### src/rtl/prio_enc_arb_pkg.sv
// Shared encodings for the prio_enc_arb request arbiter.
package prio_enc_pkg;
  localparam logic MODE_FIXED = 1'b0;
  localparam logic MODE_RR    = 1'b1;
  localparam int   STAT_W     = 16;

  typedef enum logic {
    ST_EMPTY = 1'b0,
    ST_FULL  = 1'b1
  } state_t;
endpackage

### src/rtl/prio_enc_arb_if.sv
// Request/selection bundle between the request sources, the arbiter and the consumer.
interface prio_enc_arb_if #(parameter int N = 4);
  localparam int W = $clog2(N);

  logic [N-1:0] req;
  logic         mode;
  logic [N-1:0] req_ack;
  logic         out_valid;
  logic         out_ready;
  logic [W-1:0] out_idx;
  logic [N-1:0] out_onehot;

  modport master (
    input  req, mode, out_ready,
    output req_ack, out_valid, out_idx, out_onehot
  );

  modport slave (
    output req, mode, out_ready,
    input  req_ack, out_valid, out_idx, out_onehot
  );
endinterface

### src/rtl/prio_enc_arb_find_hi.sv
// Combinational highest-set-bit finder: index of the top set bit plus an any-set flag.
module prio_find_hi #(
  parameter int N = 4
) (
  input  logic [N-1:0]         i_req,
  output logic [$clog2(N)-1:0] o_idx,
  output logic                 o_any
);
  always_comb begin
    o_idx = '0;
    for (int i = 0; i < N; i++) begin
      if (i_req[i]) o_idx = i[$clog2(N)-1:0];
    end
  end

  assign o_any = |i_req;
endmodule

### src/rtl/prio_enc_arb.sv
// Registered N-way priority / round-robin arbiter with a valid/ready output stage.
// Optional grant counter enabled by defining PRIO_ENC_ARB_STATS_EN.
module prio_enc_arb
  import prio_enc_pkg::*;
#(
  parameter int N = 4
) (
  input  logic              clk,
  input  logic              rst_n,
  prio_enc_arb_if.master    bus
`ifdef PRIO_ENC_ARB_STATS_EN
  ,
  output logic [STAT_W-1:0] grant_cnt
`endif
);
  localparam int W = $clog2(N);

  state_t       r_state;
  state_t       w_state_next;
  logic [W-1:0] r_out_idx;
  logic [N-1:0] r_out_onehot;
  logic [N-1:0] r_req_ack;
  logic [W-1:0] r_rr_ptr;

  logic [N-1:0] w_req_masked;
  logic [W-1:0] w_fix_idx, w_msk_idx, w_win_idx, w_rr_ptr_next;
  logic         w_fix_any, w_msk_any, w_load, w_out_valid;
  logic [N-1:0] w_onehot_next;

  // Round-robin window: only requests at or below the pointer compete first.
  generate
    for (genvar gi = 0; gi < N; gi++) begin : g_mask
      assign w_req_masked[gi] = bus.req[gi] && (W'(gi) <= r_rr_ptr);
    end
  endgenerate

  prio_find_hi #(.N(N)) u_find_all (
    .i_req (bus.req),
    .o_idx (w_fix_idx),
    .o_any (w_fix_any)
  );

  prio_find_hi #(.N(N)) u_find_msk (
    .i_req (w_req_masked),
    .o_idx (w_msk_idx),
    .o_any (w_msk_any)
  );

  assign w_out_valid = (r_state == ST_FULL);
  assign w_load      = (r_state == ST_EMPTY) || (w_out_valid && bus.out_ready);
  assign w_win_idx   = (bus.mode == MODE_RR && w_msk_any) ? w_msk_idx : w_fix_idx;

  always_ff @(posedge clk or negedge rst_n) begin
    if (!rst_n) r_state <= ST_EMPTY;
    else        r_state <= w_state_next;
  end

  always_comb begin
    w_state_next = r_state;
    if (w_load) w_state_next = w_fix_any ? ST_FULL : ST_EMPTY;
  end

  always_comb begin
    w_onehot_next = '0;
    if (w_fix_any) w_onehot_next = N'(1) << w_win_idx;
    w_rr_ptr_next = (w_win_idx == '0) ? W'(N - 1) : w_win_idx - 1'b1;
  end

  // out_idx deliberately keeps its last value when an empty load clears valid.
  always_ff @(posedge clk or negedge rst_n) begin
    if (!rst_n) begin
      r_out_idx    <= '0;
      r_out_onehot <= '0;
      r_req_ack    <= '0;
      r_rr_ptr     <= W'(N - 1);
    end else begin
      r_req_ack <= '0;
      if (w_load) begin
        r_out_onehot <= w_onehot_next;
        r_req_ack    <= w_onehot_next;
        if (w_fix_any) begin
          r_out_idx <= w_win_idx;
          if (bus.mode == MODE_RR) r_rr_ptr <= w_rr_ptr_next;
        end
      end
    end
  end

  assign bus.out_valid  = w_out_valid;
  assign bus.out_idx    = r_out_idx;
  assign bus.out_onehot = r_out_onehot;
  assign bus.req_ack    = r_req_ack;

`ifdef PRIO_ENC_ARB_STATS_EN
  logic [STAT_W-1:0] r_grant_cnt;

  always_ff @(posedge clk or negedge rst_n) begin
    if (!rst_n) r_grant_cnt <= '0;
    else if (w_out_valid && bus.out_ready && (r_grant_cnt != '1))
      r_grant_cnt <= r_grant_cnt + 1'b1;
  end

  assign grant_cnt = r_grant_cnt;
`endif
endmodule

### src/flat_wrapper.sv
// flat-port wrapper written by rule: the top's interface ports become plain ports
module prio_enc_arb_flat import prio_enc_pkg::*;
#(
  parameter int N = 4
)
  (clk, rst_n, bus_req, bus_mode, bus_out_ready, bus_req_ack, bus_out_valid, bus_out_idx, bus_out_onehot);
  prio_enc_arb_if #(.N(N)) bus_i ();
  input  logic clk;
  input  logic rst_n;
  input wire logic [$bits(bus_i.req)-1:0] bus_req;
  input wire logic [$bits(bus_i.mode)-1:0] bus_mode;
  input wire logic [$bits(bus_i.out_ready)-1:0] bus_out_ready;
  output wire logic [$bits(bus_i.req_ack)-1:0] bus_req_ack;
  output wire logic [$bits(bus_i.out_valid)-1:0] bus_out_valid;
  output wire logic [$bits(bus_i.out_idx)-1:0] bus_out_idx;
  output wire logic [$bits(bus_i.out_onehot)-1:0] bus_out_onehot;
  assign bus_i.req = bus_req;
  assign bus_i.mode = bus_mode;
  assign bus_i.out_ready = bus_out_ready;
  assign bus_req_ack = bus_i.req_ack;
  assign bus_out_valid = bus_i.out_valid;
  assign bus_out_idx = bus_i.out_idx;
  assign bus_out_onehot = bus_i.out_onehot;
  prio_enc_arb #(.N(N)) u_core (.clk(clk), .rst_n(rst_n), .bus(bus_i));
endmodule
### config.mk
export PLATFORM = sky130hd
export DESIGN_NAME = prio_enc_arb_flat
export DESIGN_NICKNAME = d
export VERILOG_FILES = /design/src/rtl/prio_enc_arb_pkg.sv /design/src/rtl/prio_enc_arb_if.sv /design/src/rtl/prio_enc_arb_find_hi.sv /design/src/rtl/prio_enc_arb.sv /design/src/flat_wrapper.sv
export SDC_FILE = /design/constraint.sdc
export NUM_CORES = 1
export LEC_CHECK = 0
export CORE_AREA = 2 2 39 41
export CTS_CLUSTER_SIZE = 8
export DETAILED_ROUTE_END_ITERATION = 8
export DIE_AREA = 0 0 41 43
export DONT_BUFFER_PORTS = 1
export PLACE_DENSITY_LB_ADDON = 0.3
export SYNTH_ARGS = -nofsm -noshare
export SYNTH_HDL_FRONTEND = slang
export SYNTH_SLANG_ARGS = --single-unit
### constraint.sdc
create_clock -name clk -period 2.3 [get_ports clk]
set_input_delay 0.575 -clock clk [delete_from_list [all_inputs] [get_ports clk]]
set_output_delay 0.575 -clock clk [all_outputs]
set_load 0.03 [all_outputs]
==> results by group <==
Clock network
  • CTS buffer count: 3
  • Root Driver: clkbuf_4
  • Clock Tree Buf Depth: 2
  • H-Tree Depth: 1
  • Clock slew at reported path FFs: 0.08 ns
  • Number of gates resized after CTS: 0
  • CTS tree: built
  • Clock insertion delay at the later pin of the skew report: roughly 0.28 ns
  • CTS sink count: 13

Setup path
  • CP delay by family, top: flip-flops
  • Kind of critical path: flop to flop
  • CP startpoint kind: flop
  • Cell Chain, Critical Path: mux2_4 -> a22oi_2 -> a32oi_2 -> ha_1 -> and2_1 -> a21o_1
  • WP data required: roughly 2.5 ns
  • WP buf/inv: 0
  • CP Capture Type: flop
  • CP max stage delay: 0.61 ns
  • Slowest-stage cell, CP: dfstp_2
  • Worst EP arrival: 2.11 ns
  • Crit Path Max Fanout: 7

Placement
  • GP Congestion: around 0.88
  • Placed Cells: 72
  • Place WS: 0.2623 ns
  • Port-buffer cells: 0
  • Detailed Place HPWL: 804 µm

GRT
  • Initial antenna violation count: 0
  • GRT overflow: 0
  • First-pass GRT wire length: 1904 µm
  • GR Layer Usage met3: 0.05236
  • All-layer global routing usage: 0.1667
  • Grt met1 use: 0.2150
  • Busiest layer in global routing: met2
  • Met2 GRT Util: 0.2188
  • Vias in the first global route: 470
  • Largest net degree at the start of global routing: 12

STA
  • Maximum clock rate: roughly 520 MHz
  • Worst Tran Pin Value: 0.4792 ns
  • Slew Limit Fails: 0
  • Period minus WS final: ~1.9 ns
  • Final setup fails: 0
  • Final setup TNS: 0 ns
  • Rel. slew slack: 0.6795
  • RSZ-0062 raised after global routing: false
  • Clock Skew: approximately 0.0090 ns
  • Setup WS post-layout: 0.3595 ns
  • Final period util: 0.8437
  • Hold Vio Cnt, Final: 0

Finish
  • Diodes inserted: 0
  • Layout filler cell count: 126
  • Nets: 74
  • Post-route core utilization: 0.5226
  • Area delta synth->final: 7.836%
  • Cell Count, Final, Fillers Out: 77
  • Fraction of layout cells with a size suffix above 1: 0.1967
  • Commonest non-fill, non-tap cell in the layout: dfrtp_1
  • Most frequent cells in the layout: 11 x dfrtp_1, 5 x a21o_1, 4 x inv_1, 4 x and2_1, 4 x ha_1

Power and ir drop
  • Final Power: 771.3 µW
  • Clock share of power: 0.184
  • Switching part of the total: 0.3864
  • Reg power frac: 0.577
  • Logic gate share of total power: 0.239
  • Pwr dens: 1066 nW/µm²
  • Net Switching: around 300 µW
  • VDD IR max: about 0.44 mV
  • P_int: 473.2 µW
  • Pleak: 0.0003725 µW

Routing
  • Starting DRT DRC Count: 9
  • DRC: 0
  • DR vias/cell: 5.766
  • Final wirelength: 1105 µm
  • Routed Antenna Nets: 0
  • Via count: 444
  • DR pass1 iterations: 4
  • WL/cell: approximately 14 µm

Floorplanning
  • Die Footprint: 1763 µm²
  • Number of core rows: 14
  • Core area: 1384 µm²
  • Starting density of the core: 0.4846
  • I/O Pins: 19
  • Die Y-Extent: approximately 43 µm
  • Die X-Extent: 41 µm

Worst hold path
  • HP Class: input pin to async pin

Yosys
  • Synth Flop Type: dfrtp_1
  • Yosys cell types: 26
  • Mean post-synth cell area: 11.98 µm²
  • Cells after synthesis: 56
  • Ys Warns: 0
  • Post-Syn Nets: between 60 and 70
  • Number of flops mapped to enable cells by yosys: 0
  • Post-synthesis register bit count: 13
  • Synth async-reset ratio: 1.000
  • Sequential area share after synthesis: 0.4888
  • Mapped Area: 670.6 µm²

Job
  • Max-cap violation count: 0

Run status
  • Status: finished clean
registers in the layout (all words and copies together), names as in the netlist:
register / flops
u_core.r_rr_ptr: 2
u_core.bus.out_valid: 1
u_core.bus.out_onehot: 4
u_core.bus.out_idx: 2
u_core.bus.req_ack: 4
power by group through the flow:
| stage | clock network [µW] | registers (µW) | logic, µW |
|---|---|---|---|
| 2_1_floorplan | 0 | 435 | 155 |
| 3_3_place_gp | 0 | 449 | 180 |
| 3_5_place_dp | 0 | 450 | 182 |
| 4_1_cts | 147 | 446 | 188 |
| 5_1_grt | 156 | 455 | 213 |
| 6_report | 142 | 445 | 184 |
final timing paths:
kind | slack (ns) | cells after the start | start | end
min in group clk | 0.42 | 2 | bus_req[1] | u_core.bus.out_valid
min reg2reg | 0.51 | 2 | u_core.r_rr_ptr[0] | u_core.r_rr_ptr[0]
max in group asynchronous | 1.29 | 1 | rst_n | u_core.bus.out_onehot[2]
max | 0.36 | 6 | u_core.r_rr_ptr[1] | u_core.bus.out_onehot[3]
min | 0.12 | 0 | rst_n | u_core.r_rr_ptr[1]
max reg2reg | 0.36 | 6 | u_core.r_rr_ptr[1] | u_core.bus.out_onehot[3]
cells by family after synthesis:
group	after synthesis	synth area share
compound gates	15	0.1847
fa+ha+maj	4	0.07463
buf+inv	5	0.03917
flops	13	0.4888
mux	5	0.09142
simple gates	14	0.1213
repair_timing:
item,in CTS,in global routing
setup buffers,0,0
hold endpoints to repair,11,0
hold buffers,1,0
area by class of cell:
cell class	count	area, µm²	area share
clock buffers	4	26.28	0.03633
multi-input cells	38	316.6	0.4377
repair buffers	2	17.52	0.02422
flip-flops and latches	13	327.8	0.4533
well taps	16	20.02	0.02768
inverters	4	15.01	0.02076
metrics by stage:
stage,instance area [µm²],hold WS [ns]
detailed placement,686.9,0.2797
floorplan,670.6,0.2794
finish,723.2,0.1246
CTS,723.2,0.1176
global placement,686.9,0.2797
global route,723.2,0.1092
cells in the mapped netlist, drive strengths merged, types with 2 or more instances:
library cell   n  share of area
dfstp          2          0.078
nand2b         2          0.019
and2           4          0.037
a21o           5          0.056
mux2i          2          0.030
dfrtp         11           0.41
o21ai          2          0.015
nor2           3          0.017
inv            4          0.022
ha             4          0.075
mux2           3          0.062
and2b          2          0.024
per-layer routing:
metal	up-vias	part of all wire
li1	206	-
met1	211	0.44
met5	-	0
met2	25	0.44
met3	2	0.098
met4	0	0.022
Note: power is estimated with default switching activity, not from simulation.
